$ cat config.mk
export PLATFORM = sky130hd
export DESIGN_NAME = mem_wb_skid_buffer
export DESIGN_NICKNAME = d
export VERILOG_FILES = /design/src/rtl/mem_wb_pkg.sv /design/src/rtl/mem_wb_skid_buffer_pipe_slot.sv /design/src/rtl/mem_wb_skid_buffer.sv
export SDC_FILE = /design/constraint.sdc
export NUM_CORES = 1
export LEC_CHECK = 0
export BUFFER_PORTS_ARGS = -buffer_cell sky130_fd_sc_hd__buf_4
export CAP_MARGIN = 20
export CORE_MARGIN = 1
export CORE_UTILIZATION = 33
export DETAILED_ROUTE_END_ITERATION = 6
export HOLD_SLACK_MARGIN = 0.08
export PLACE_DENSITY = 0.53
export SYNTH_ARGS = -nofsm -noshare
export SYNTH_HDL_FRONTEND = slang
export SYNTH_SLANG_ARGS = --single-unit
$ cat constraint.sdc
create_clock -name clk -period 5.55 [get_ports clk]
set_input_delay 0.555 -clock clk [delete_from_list [all_inputs] [get_ports clk]]
set_output_delay 0.555 -clock clk [all_outputs]
set_load 0.02 [all_outputs]
$ cat src/rtl/mem_wb_pkg.sv
// Shared types for the MEM/WB stage: default bundle layout and occupancy state.
package mem_wb_pkg;

    localparam int DATA_W   = 32;
    localparam int REG_W    = 5;
    localparam int BUNDLE_W = 3 + 2*DATA_W + REG_W;

    // One in-flight instruction as carried from MEM to WB (default widths).
    typedef struct packed {
        logic              jump;
        logic              memToReg;
        logic              regWrite;
        logic [DATA_W-1:0] readData;
        logic [DATA_W-1:0] aluResult;
        logic [REG_W-1:0]  writeRegister;
    } slotBundle_t;

    // Stage occupancy, encoded directly from {skidValid, mainValid}.
    typedef enum logic [1:0] {
        EMPTY = 2'b00,
        MAIN  = 2'b01,
        FULL  = 2'b11
    } slotState_e;

endpackage

$ cat src/rtl/mem_wb_skid_buffer_pipe_slot.sv
// One bundle register plus its valid bit; clear drops the beat but keeps the data.
module pipe_slot #(
    parameter int W = 8
) (
    input  logic         clk,
    input  logic         rst,
    input  logic         load,
    input  logic         clear,
    input  logic [W-1:0] d,
    output logic         valid,
    output logic [W-1:0] q
);

    // Slot register: clear beats load so a squash can never be overridden by a refill.
    always_ff @(posedge clk or posedge rst) begin
        if (rst) begin
            // NOTE: data is reset too, not just valid, because every output must read 0 during reset.
            valid <= 1'b0;
            q     <= '0;
        end else if (clear) begin
            // NOTE: non-blocking so every flop samples pre-edge values regardless of statement order.
            valid <= 1'b0;
        end else if (load) begin
            valid <= 1'b1;
            q     <= d;
        end
    end

endmodule

$ cat src/rtl/mem_wb_skid_buffer.sv
// MEM/WB stage register with valid/ready handshake, optional skid slot, flush and stall counter.
module mem_wb_skid_buffer #(
    parameter int DATA_W      = 32,
    parameter int REG_W       = 5,
    parameter bit SKID        = 1'b1,
    parameter int STALL_CNT_W = 16
) (
    input  logic                   clk,
    input  logic                   rst,
    input  logic                   flush,
    input  logic                   inValid,
    output logic                   inReady,
    input  logic                   jumpI,
    input  logic                   memToRegI,
    input  logic                   regWriteI,
    input  logic [DATA_W-1:0]      readDataI,
    input  logic [DATA_W-1:0]      aluResultI,
    input  logic [REG_W-1:0]       writeRegisterI,
    output logic                   outValid,
    input  logic                   outReady,
    output logic                   jumpO,
    output logic                   memToRegO,
    output logic                   regWriteO,
    output logic [DATA_W-1:0]      readDataO,
    output logic [DATA_W-1:0]      aluResultO,
    output logic [REG_W-1:0]       writeRegisterO,
    output logic [STALL_CNT_W-1:0] stallCount
);
    import mem_wb_pkg::*;

    localparam int bundleW = 3 + 2*DATA_W + REG_W;

    logic [bundleW-1:0] inBundle, mainD, mainQ, skidQ;
    logic               mainValid, skidValid;
    logic               mainLoad, mainClear, skidLoad, skidClear;
    logic               accept, deliver;
    logic               jumpQ, regWriteQ;
    slotState_e         state;

    assign inBundle = {jumpI, memToRegI, regWriteI, readDataI, aluResultI, writeRegisterI};
    assign accept   = inValid && inReady;
    assign deliver  = mainValid && outReady;

    pipe_slot #(.W(bundleW)) mainSlot (
        .clk  (clk),
        .rst  (rst),
        .load (mainLoad),
        .clear(mainClear),
        .d    (mainD),
        .valid(mainValid),
        .q    (mainQ)
    );

    generate
        if (SKID) begin : gSkid
            // Registered ready: no combinational path from outReady back upstream.
            assign inReady = !skidValid;
            pipe_slot #(.W(bundleW)) skidSlot (
                .clk  (clk),
                .rst  (rst),
                .load (skidLoad),
                .clear(skidClear),
                .d    (inBundle),
                .valid(skidValid),
                .q    (skidQ)
            );
        end else begin : gNoSkid
            assign inReady   = outReady || !mainValid;
            assign skidValid = 1'b0;
            assign skidQ     = '0;
        end
    endgenerate

    // Slot steering: flush first, then skid-to-main promotion, then fill main, skid or drain.
    always_comb begin
        // NOTE: every output gets a default up front so no path leaves one unassigned (no latch).
        mainLoad  = 1'b0;
        mainClear = 1'b0;
        mainD     = inBundle;
        skidLoad  = 1'b0;
        skidClear = 1'b0;
        if (flush) begin
            mainClear = 1'b1;
            skidClear = 1'b1;
        end else if (skidValid && deliver) begin
            mainLoad  = 1'b1;
            mainD     = skidQ;
            skidClear = 1'b1;
        end else if (accept && (!mainValid || deliver)) begin
            mainLoad = 1'b1;
        end else if (accept) begin
            skidLoad = 1'b1;
        end else if (deliver) begin
            mainClear = 1'b1;
        end
    end

    // Stall counter: counts edges where a held beat is refused, sticking at all-ones.
    always_ff @(posedge clk or posedge rst) begin
        if (rst) begin
            stallCount <= '0;
        end else if (mainValid && !outReady && (stallCount != '1)) begin
            stallCount <= stallCount + 1'b1;
        end
    end

    assign {jumpQ, memToRegO, regWriteQ, readDataO, aluResultO, writeRegisterO} = mainQ;
    assign outValid  = mainValid;
    assign jumpO     = jumpQ && mainValid;
    assign regWriteO = regWriteQ && mainValid;

    // Occupancy decode for waveforms and the consistency check below.
    always_comb begin
        state = slotState_e'({skidValid, mainValid});
    end

    // A skid beat can only exist behind a valid main beat.
    always @(posedge clk) begin
        if (!rst) begin
            assert (state inside {EMPTY, MAIN, FULL});
        end
    end

endmodule

; ---- Word-level counts from Yosys, hierarchy flattened
; Index checks and enable logic that the tools add are counted.
[classes]
addsub = 1
eq_ne = 1
mux = 20
n_bitwise = 2
reduce_logical = 16
[ops]
columns = op, count
row1 = 2-to-1 mux 72 bit, 2
row2 = 2-to-1 mux 1 bit, 18
row3 = adder 16 x 1 -> 16 bit (second input constant), 1
row4 = inequality test 16 bit (second input constant), 1
row5 = logical AND 1 bit, 8
row6 = AND reduction 2 bit, 2
row7 = nonzero test 2 bit, 2
row8 = logical NOT 1 bit, 3
row9 = inverter 1 bit, 2
row10 = logical OR 1 bit, 1
[totals]
reg_bits = 162
out_inout_bits = 90

; ---- Logic depth before layout (Yosys ltp)
; Gate-level depths: netlist of run 1.
[logic_depth]
word_depth = 8
depth_mapped = 6
depth_no_buf = 5

; ---- By module
; Synthesis of run 1 repeated with hierarchy kept, for this count alone.
[unflattened]
cells_unflattened = 478
area_unflattened_um2 = 7928.9
[modules_own_cells]
columns = mod, n_inst, cells_each, area_each_um2, seq_area_each_um2
row1 = pipe_slot, 2, 157, 3085.5, 1826.8
row2 = mem_wb_skid_buffer, 1, 164, 1757.9, 400.4

; ---- Worst setup path after synthesis of run 1
; OpenSTA, ideal clock, no wires.
[synth_timing]
path_type = reg2reg
from = register mainSlot.valid
to = register gSkid.skidSlot.q[50]
arrival_ns = 1.597
required_ns = 5.425
slack_ns = 3.828
path_stages_with_launch = 6
synth_period_minus_slack_ns = 1.722
cell_sequence = dfrtp_1 buf_2 nand2b_1 nor3_4 buf_2 mux2_2
[synth_between]
elab_chain_len = 7
word_cells_on_any_way = 12
cone_classes = 5 x mux / 1 x bitwise / 6 x reduce/logical
[synth_lines]
columns = item, line
row1 = from (decl), mem_wb_skid_buffer_pipe_slot.sv:10  ; output logic valid,
row2 = from (signal assigned), mem_wb_skid_buffer_pipe_slot.sv:18  ; valid <= 1'b0;
row3 = from (signal assigned), mem_wb_skid_buffer_pipe_slot.sv:22  ; valid <= 1'b0;
row4 = from (signal assigned), mem_wb_skid_buffer_pipe_slot.sv:24  ; valid <= 1'b1;
row5 = logical NOT 1 bit / logical AND 1 bit (equally long branches), "mem_wb_skid_buffer.sv:89, mem_wb_skid_buffer.sv:42"
row6 = logical OR 1 bit, mem_wb_skid_buffer.sv:89  ; end else if (accept && (!mainValid || deliver)) begin
row7 = logical AND 1 bit, mem_wb_skid_buffer.sv:89
row8 = 2-to-1 mux 1 bit, mem_wb_skid_buffer.sv:89
row9 = 2-to-1 mux 1 bit, mem_wb_skid_buffer.sv:85  ; end else if (skidValid && deliver) begin
row10 = 2-to-1 mux 1 bit, mem_wb_skid_buffer.sv:82  ; if (flush) begin
row11 = AND reduction 2 bit (no source line) *, --
row12 = to (signal assigned), mem_wb_skid_buffer_pipe_slot.sv:19  ; q <= '0;
row13 = to (signal assigned), mem_wb_skid_buffer_pipe_slot.sv:25  ; q <= d;
row14 = to (decl), mem_wb_skid_buffer_pipe_slot.sv:11  ; output logic [W-1:0] q
; Every way passes the cells marked *; elsewhere a longest branch is shown, timed or not.
; A chain may end at the register's enable or synchronous reset.

; ---- Final worst setup path of run 1
[layout_timing]
from = register mainSlot.valid
to = register gSkid.skidSlot.q[14]
; The elaborated chain is that of the path after synthesis.

==> results of run 1 <==
[final cells by class]
| class | instances | area, um^2 | area share, % |
|---|---|---|---|
| clock buffer | 21 | 460 | 5.11 |
| clock inverter | 11 | 176 | 1.96 |
| inverter | 3 | 16.3 | 0.180 |
| multi-input combinational | 356 | 2650 | 29.4 |
| sequential | 162 | 4050 | 45.0 |
| tap | 280 | 350 | 3.89 |
| timing repair buffer | 172 | 1300 | 14.5 |
[sequential cells by signal, indices dropped and copies added (netlist names)]
register and cells:
mainSlot.q 72, stallCount 16, mainSlot.valid 1, gSkid.skidSlot.q 72, gSkid.skidSlot.valid 1
[cells by family (layout without fill, tap and decap cells)]
| logic type | after synthesis | count (layout) | synth area share [%] |
|---|---|---|---|
| buffers and inverters | 103 | 207 | 9.43 |
| adder cells (fa/ha/maj) | 1 | 1 | 0.169 |
| flip-flops | 162 | 162 | 54.7 |
| XOR/XNOR | 11 | 11 | 1.30 |
| multiplexers | 145 | 145 | 20.8 |
| AND/OR/NAND/NOR | 116 | 116 | 7.54 |
| AO/OA/AOI/OAI | 83 | 83 | 5.98 |
[cell usage after synthesis (all sizes together)]
master	count	area [um^2]
nor2	77	289
nand2	5	18.8
nor4	4	46.3
buf	99	683
a31oi	2	12.5
nand2b	2	12.5
a211oi	2	27.5
nand3	7	35.0
nor3	10	61.3
and2	2	12.5
and2b	1	7.51
o21a	1	7.51
nand4b	1	8.76
nand4	3	37.5
ha	1	12.5
o32a	1	10.0
dfrtp	162	4050
or2	2	12.5
xor2	11	96.3
nor3b	1	7.51
a21oi	76	380
clkbuf	1	3.75
mux2i	72	721
mux2	73	822
and4	1	8.76
o21ai	1	5.00
inv	3	11.3
[worst reg2reg max path, cell delays in order, from the launching register on]
cell,delay (ns)
dfrtp_1,0.52
nand2b_1,0.22
nor3_4,0.15
buf_4,0.76
mux2_2,0.48
[metrics by stage]
| stage | instance area (um^2) | utilization [%] | cells |
|---|---|---|---|
| after global routing | 9010 | 41.2 | 1005 |
| final | 9010 | 41.2 | 1005 |
| after global placement | 8380 | 38.3 | 973 |
| after CTS | 9010 | 41.2 | 1005 |
| after floorplan | 7400 | - | 621 |
| after detailed placement | 8380 | 38.3 | 973 |
[power by group through the flow]
stage	registers, mW	clock network, mW	logic (mW)
after floorplan	1.60	0	0.574
after global placement	1.61	0	0.732
after detailed placement	1.62	0	0.753
after CTS	1.60	1.31	0.755
after global routing	1.64	1.36	0.809
final	1.60	1.27	0.739
[per-layer routing]
layer,part of all wire [%],wire [um]
met5,0,0
met4,1.3,193
met3,5.5,846
met2,47,7250
met1,46,7010
[worst min path at each step]
stage                           end  slack [ns]  cells after the start
4_1_cts        gSkid.skidSlot.q[60]        0.11                      2
3_5_place_dp   gSkid.skidSlot.q[57]        0.48                      1
3_3_place_gp   gSkid.skidSlot.q[59]        0.47                      1
5_1_grt        gSkid.skidSlot.q[62]        0.14                      2
6_report       gSkid.skidSlot.q[51]        0.12                      2
2_1_floorplan  gSkid.skidSlot.q[28]        0.46                      1
==> impl_metrics.yaml, run 1 <==
status:
  outcome: "completed"
logic_synthesis:
  synth.avg_cell_area_um2: 11.9
  postSynthCellCount: 621
  syn_nets: 699
  yosysUniqueCellTypes: 34
  synth_area_mm2: 0.00740
  yosys_warnings: 0
  ys_seq_area_share_pct: 54.7
  synth_seq_cells: 162
timing:
  tns_ns: 0
  max_clock_freq_ghz: 0.444
  fin_ws_ns: 3.30
  min_period_over_period_pct: 40.6
  rsz0062_at_grt: "false"
  setup_viol: 0
  post-route-min-period_ns: 2.25
  slew_headroom_pct: 35.4
  max_slew.worst_pin.slew_ns: 0.969
  finalHoldViolCount: 0
  fin_skew_ns: 0.0110
  drv_slew: 0
  holdWs_ns: 0.122
routing:
  first_pass_iters: 4
  routed_wl_mm: 15.3
  postRouteAntennaNets: 0
  via_per_inst: 4.69
  vias: 4714
  first_iter_violations: 164
  routedWlPerCell_um: 15.2
  drc: 0
critical_path:
  cp_max_fo: 72
  endpoint: "gSkid.skidSlot.q[14]"
  critical-path-top-delay-family: "buffers and inverters"
  path_depth: 4
  slowest_stage: "buf_4"
  crit_type: "reg -> reg"
  cpPeakStageDelay_ns: 0.76
  crit_buf_inv: 1
  cp.arrival_ns: 2.56
  r2r_end: "gSkid.skidSlot.q[14]"
  path_cells: "nand2b_1 -> nor3_4 -> buf_4 -> mux2_2"
  critPathRequiredTime_ns: 5.85
  worst-r2r-cell-count: 4
  timing.rr.start: "mainSlot.valid"
  start_kind: "flop"
  regToRegSetupSlack_ns: 3.30
  end_kind: "flop"
  worstSetupStartpoint: "mainSlot.valid"
cells_and_area:
  nFillCells: 2122
  mostFrequentLayoutCell: "buf_4"
  nets: 790
  layout_common_cells: "buf_4 (171), dfrtp_1 (162), nor2_1 (77), a21oi_1 (76), mux2i_1 (72)"
  num_antenna_cells: 0
  area_growth_pct: 21.7
  drive_above_1_share_pct: 38.3
clock_tree:
  ctsResizeCount: 0
  cts_tree: "yes"
  path_clk_slew_ns: 0.07
  cts_made_buffers: 17
  cts.path.max_buffers: 2
  cts-root-buf: "clkbuf_16"
  cts_sinks: 162
  cts_hold_buffers: 0
  cts_setup_buffers: 0
  cts_max_level: 4
  clock_latency_ns: 0.43
pwr:
  intPower_mw: 2.59
  p_seq_share_pct: 44.3
  ir_drop_v: 0.000174
  switching_share_pct: 28.1
  pwr-share-comb_pct: 20.5
  leakage_nw: 4.52
  p_clk_share_pct: 35.2
  p_per_area_mw_per_mm2: 400
  p_total_mw: 3.61
  power.switching_mw: 1.01
place:
  dp_slack_ns: 3.07
  gp_congestion: 0.791
  place.port_buffers: 166
  dp_hpwl_mm: 10.4
global_route:
  grt.busiest_layer: "met2"
  grtUsageMet2_pct: 22.4
  grt-ovfl-total: 0
  grt_max_degree: 145
  grt_pass1_vias: 4722
  antenna_found_initial: 0
  grt_pass1_wl_mm: 24.8
  grt_usage_pct: 14.0
  use_met1_pct: 18.0
  grt_util_met3_pct: 4.13
die:
  io_pins: 167
  dieArea_mm2: 0.0230
  die_x_um: 152
  rows: 54
  die_height_um: 152
  core_mm2: 0.0219
  start_util_pct: 33.8
flow_run:
  drv_cap: 0
hold_path:
  hp-class: "in -> async"
No activity file was read; power rests on OpenSTA's default activity.
==> run 2, diff against run 1 <==
==> constraint.sdc (replaced) <==
create_clock -name clk -period 2.18 [get_ports clk]
set_input_delay 0.218 -clock clk [delete_from_list [all_inputs] [get_ports clk]]
set_output_delay 0.218 -clock clk [all_outputs]
set_load 0.02 [all_outputs]
==> run 2 against run 1 <==
First-iteration DRC count is 12% lower. Via count is 7.1% higher. Clock power is 130% higher. Core utilization is 3.7 points higher. Non-clock buffer count is 79 higher. Sequential power grew to 2.5 times the previous value. Clock-buffer cell count is 3 lower. Wire length is 5.4% higher. Clock skew is 0.0033 ns lower. Highest routed layer unchanged. Die area stayed put.
==> impl_metrics.yaml, run 2 (synthesized netlist as in run 1, its figures left out) <==
status:
  outcome: "completed"
die:
  rows: 54
  io_pins: 167
  start_util_pct: 33.8
  die_x_um: 152
  core_mm2: 0.0219
  die_height_um: 152
  dieArea_mm2: 0.0230
global_route:
  grt_usage_pct: 14.6
  grtUsageMet2_pct: 23.6
  antenna_found_initial: 0
  grt_pass1_wl_mm: 26.0
  use_met1_pct: 18.8
  grt_util_met3_pct: 3.86
  grt-ovfl-total: 0
  grt_pass1_vias: 5027
  grt.busiest_layer: "met2"
  grt_max_degree: 97
clock_tree:
  cts_sinks: 162
  path_clk_slew_ns: 0.06
  cts_made_buffers: 17
  clock_latency_ns: 0.42
  cts-root-buf: "clkbuf_16"
  cts_max_level: 4
  cts_setup_buffers: 0
  cts_tree: "yes"
  ctsResizeCount: 0
  cts.path.max_buffers: 2
cells_and_area:
  layout_common_cells: "buf_4 (167), dfrtp_1 (162), nor2_1 (77), a21oi_1 (76), dlygate4sd3_1 (76)"
  mostFrequentLayoutCell: "buf_4"
  nFillCells: 2060
  top_regs: "gSkid.skidSlot.q: 72 flops, mainSlot.q: 72 flops, stallCount: 16 flops"
  nets: 869
  drive_above_1_share_pct: 35.2
  area_growth_pct: 32.6
  num_antenna_cells: 0
  stdcell_area_mm2: 0.00982
  stdcell_count: 1084
  fin_util_pct: 44.8
critical_path:
  end_kind: "flop"
  start_kind: "primary input"
  cp_max_fo: 10
  cp.arrival_ns: 2.21
  critPathRequiredTime_ns: 2.48
  crit_type: "in -> reg"
routing:
  first_iter_violations: 144
  drc: 0
  postRouteAntennaNets: 0
  via_per_inst: 4.66
  routed_wl_mm: 16.1
  first_pass_iters: 4
  routedWlPerCell_um: 14.9
  vias: 5048
timing:
  drv_slew: 0
  finalHoldViolCount: 0
  setup_viol: 0
  slew_headroom_pct: 54.7
  max_slew.worst_pin.slew_ns: 0.674
  max_clock_freq_ghz: 0.524
  rsz0062_at_grt: "false"
  min_period_over_period_pct: 87.6
  post-route-min-period_ns: 1.91
  fin_skew_ns: 0.00775
flow_run:
  drv_cap: 0
pwr:
  leakage_nw: 4.85
  p_per_area_mw_per_mm2: 916
  ir_drop_v: 0.000478
place:
  dp_hpwl_mm: 10.5
  placed_area_mm2: 0.00849
  place.port_buffers: 166
  gp_congestion: 0.764
  place_inst: 976
hold_path:
  hp-class: "in -> reg"
-- run 2: changes by cell type in the layout (fill, tap and decap cells not counted), sizes merged, moves of 3 or more --
cell / change
clkinv: +4
clkbuf: -3
bufinv: -3
dlygate4sd3: +76
buf: +3
-- run 2: power by group --
part	internal, mW	switching [mW]
clock network	1.62	1.28
logic	1.04	0.984
registers	3.68	0.389
-- run 2: stage by stage --
step / power (mW) / setup TNS (ns) / setup slack [ns] / hold slack, ns
detailed placement: 6.06 / 0 / 0.266 / 0.389
global route: 9.49 / 0 / 0.155 / 0.288
CTS: 9.13 / 0 / 0.259 / 0.246
floorplan: 5.53 / -15.36 / -0.0948 / 0.281
global placement: 5.98 / 0 / 0.341 / 0.383
finish: 8.99 / 0 / 0.270 / 0.274
-- run 2: final timing paths --
kind                                 startpoint              endpoint  slack (ns)  depth (start not counted)
setup reg to reg           gSkid.skidSlot.valid  gSkid.skidSlot.q[31]        0.28                          4
max in group asynchronous                   rst        mainSlot.q[69]        1.22                          4
setup / recovery                       outReady  gSkid.skidSlot.q[31]        0.27                          6
hold / removal                          inValid        mainSlot.valid        0.27                          3
min in group asynchronous                   rst  gSkid.skidSlot.q[22]        0.46                          4
hold reg to reg            gSkid.skidSlot.q[61]  gSkid.skidSlot.q[61]        0.49                          1
-- run 2: final cells by class --
cell class	count	area (um^2)	share of cell area [%]
multi-input combinational	356	2650	27.0
clock inverter	14	130	1.33
sequential	162	4050	41.3
tap	280	350	3.57
inverter	3	15.0	0.153
clock buffer	18	439	4.47
timing repair buffer	251	2170	22.2
-- run 2: metal layers --
layer | wire [um] | vias to the layer above
met3 | 836 | 12
met4 | 183 | 0
li1 | - | 2419
met2 | 7780 | 123
met1 | 7320 | 2494
met5 | 0 | -
-- run 2: what timing repair did --
action	CTS	global route
hold endpoints to repair	236	0
endpoints found under the setup margin	0	0
hold buffers	76	0
-- run 2: worst max-delay path: stages --
cell and delay (ns):
dlygate4sd3_1 0.54, buf_4 0.15, nand2b_1 0.25, nor3_4 0.42, buf_4 0.28, mux2_2 0.34
==> run 3, diff against run 2 <==
--- a/config.mk
+++ b/config.mk
@@ -14,4 +14,5 @@
 export PLACE_DENSITY = 0.53
 export SYNTH_ARGS = -nofsm -noshare
 export SYNTH_HDL_FRONTEND = slang
+export SYNTH_HIERARCHICAL = 1
 export SYNTH_SLANG_ARGS = --single-unit
==> run 3 against run 2 <==
Hold slack worse by 0.12 ns. Register-to-register slack lost 0.13 ns. Largest power group unchanged. Critical path depth increased by 1. Synthesized cell count decreased by 23%. Highest routed layer unchanged. Final cell count shrank 1.0%.
==> impl_metrics.yaml, run 3 <==
status:
  outcome: "completed"
clock_tree:
  cts_sinks: 162
  clock_latency_ns: 0.42
  cts_tree: "yes"
  path_clk_slew_ns: 0.06
  cts_max_level: 4
  cts.path.max_buffers: 2
  cts-root-buf: "clkbuf_16"
  cts_made_buffers: 17
  cts_setup_buffers: 0
logic_synthesis:
  syn_nets: 556
  postSynthCellCount: 478
  yosys_warnings: 6
  yosysUniqueCellTypes: 40
  synth_top_area_cell: "dfrtp_1"
  synth_edf_count: 0
  yosysMostFrequentCell: "dfrtp_1"
  synth_commonest_cells: "dfrtp_1 (162), mux2_4 (140), mux2_2 (76)"
  ys.flop_type: "dfrtp_1"
  synth_seq_cells: 162
  synth.avg_cell_area_um2: 16.6
  synth_area_mm2: 0.00793
  ys_seq_area_share_pct: 51.1
  synth_area_leaders: "dfrtp_1 (51%), mux2_4 (27%), mux2_2 (11%)"
  async_flop_share_pct: 100
  synth_top_area_share_pct: 51.1
die:
  die_x_um: 157
  io_pins: 167
  dieArea_mm2: 0.0247
  core_mm2: 0.0235
  start_util_pct: 33.7
  rows: 56
  die_height_um: 157
cells_and_area:
  nFillCells: 2119
  final-seq-area_mm2: 0.00405
  stdcell_area_mm2: 0.0110
  stdcell_count: 1073
  multi_input_area_mm2: 0.00351
  layout_common_cells: "buf_4 (183), dfrtp_1 (162), mux2_4 (140), mux2_2 (76), dlygate4sd3_1 (73)"
  nets: 820
  drive_above_1_share_pct: 60.9
  num_antenna_cells: 0
  mostFrequentLayoutCell: "buf_4"
  top_regs: "gSkid.skidSlot/q: 72 flops, mainSlot/q: 72 flops, stallCount: 16 flops"
  area_growth_pct: 38.1
routing:
  via_per_inst: 4.53
  dr.max_layer_used: "met4"
  vias: 4860
  postRouteAntennaNets: 0
  wl_met3_um: 876
  drc: 0
  wirelength_met1_mm: 8.55
  routedWlPerCell_um: 17.3
  first_iter_violations: 152
  wl_met2_mm: 8.99
  first_pass_iters: 4
  routed_wl_mm: 18.6
critical_path:
  cpPeakStageDelay_ns: 0.43
  cp_max_fo: 14
  slowest_stage: "dfrtp_1"
  cpMostUsedCell: "buf_4"
  end_kind: "flop"
  path_cells: "nor2b_1 -> a2111oi_2 -> buf_4 -> nor2b_4 -> buf_12 -> buf_4 -> mux2_4"
  crit_type: "reg -> reg"
  cp.arrival_ns: 2.33
  start_kind: "flop"
  critPathRequiredTime_ns: 2.48
timing:
  max_slew.worst_pin.slew_ns: 0.624
  drv_slew: 0
  post-route-min-period_ns: 2.03
  fin_skew_ns: 0.00942
  rsz0062_at_grt: "false"
  setup_viol: 0
  slew_headroom_pct: 58.3
  min_period_over_period_pct: 93.3
  fin_ws_ns: 0.145
  max_clock_freq_ghz: 0.491
  finalHoldViolCount: 0
  tns_ns: 0
global_route:
  grt_max_degree: 74
  grt_pass1_wl_mm: 30.1
  grt_usage_pct: 16.0
  antenna_found_initial: 0
  grt-ovfl-total: 0
  grt_pass1_vias: 5433
pwr:
  leakage_nw: 5.13
  p_per_area_mw_per_mm2: 868
  p_total_mw: 9.51
  p_clk_share_pct: 31.5
  pwr-share-comb_pct: 26.0
  power.switching_mw: 2.66
  ir_drop_v: 0.000423
  p_seq_share_pct: 42.6
  switching_share_pct: 27.9
  intPower_mw: 6.85
place:
  gp_congestion: 0.751
  dp_slack_ns: 0.0380
  place_inst: 969
  dp_hpwl_mm: 12.1
  place.port_buffers: 166
  placed_area_mm2: 0.00962
hold_path:
  hp-class: "in -> reg"
flow_run:
  drv_cap: 0
-- run 3: cell families (layout without fill, tap and decap cells) --
family	after synthesis	count (layout)	synth area share, %
buf+inv	30	306	4.83
xor+xnor	13	13	1.44
flops	162	162	51.1
compound gates	6	6	0.663
mux	217	217	37.4
simple gates	49	49	4.34
fa+ha+maj	1	1	0.158
-- run 3: worst max-delay path, delay by kind of cell (launching register included) --
kind | cells | cell delay [ns]
simple gates | 2 | 0.34
flops | 1 | 0.43
mux | 1 | 0.31
buf+inv | 3 | 0.56
compound gates | 1 | 0.29
-- run 3: stage by stage --
step           hold slack [ns]  util, %
4_1_cts                  0.118     46.5
2_1_floorplan            0.132        -
3_5_place_dp             0.183     40.9
5_1_grt                  0.148     46.5
3_3_place_gp             0.180     40.9
6_report                 0.150     46.5
-- run 3: per-layer routing --
metal	up-vias	GRT usage, %
li1	2244	-
met1	2493	21.0
met2	115	26.3
met3	8	4.10
met4	0	3.55
met5	-	0
-- run 3: what timing repair did --
item / 4_1_cts / 5_1_grt
hold buffers: 73 / 0
resized for setup: 0 / 3
endpoints found under the setup margin: 0 / 69
hold endpoints to repair: 211 / 0
-- run 3: worst paths after layout --
check,start,end,slack [ns],cells after the start
max,mainSlot/valid,mainSlot/q[4],0.15,7
min,flush,mainSlot/valid,0.15,3
max reg2reg,mainSlot/valid,mainSlot/q[4],0.15,7
min reg2reg,stallCount[15],stallCount[15],0.50,1
max in group asynchronous,rst,mainSlot/q[43],1.27,4
min in group asynchronous,rst,mainSlot/q[65],0.30,3
-- run 3: power by group through the flow --
stage          clock [mW]  combinational (mW)  sequential [mW]
2_1_floorplan           0                1.08             4.40
3_3_place_gp            0                2.33             4.07
3_5_place_dp            0                2.38             4.08
4_1_cts              3.08                2.49             4.05
5_1_grt              3.21                2.63             4.13
6_report             2.99                2.47             4.05
-- run 3: layout make-up --
class	count	share of cell area, %
inverter	5	0.194
clock buffer	25	4.71
clock inverter	6	0.640
sequential	162	37.0
multi-input combinational	286	32.0
tap	319	3.64
timing repair buffer	270	21.8
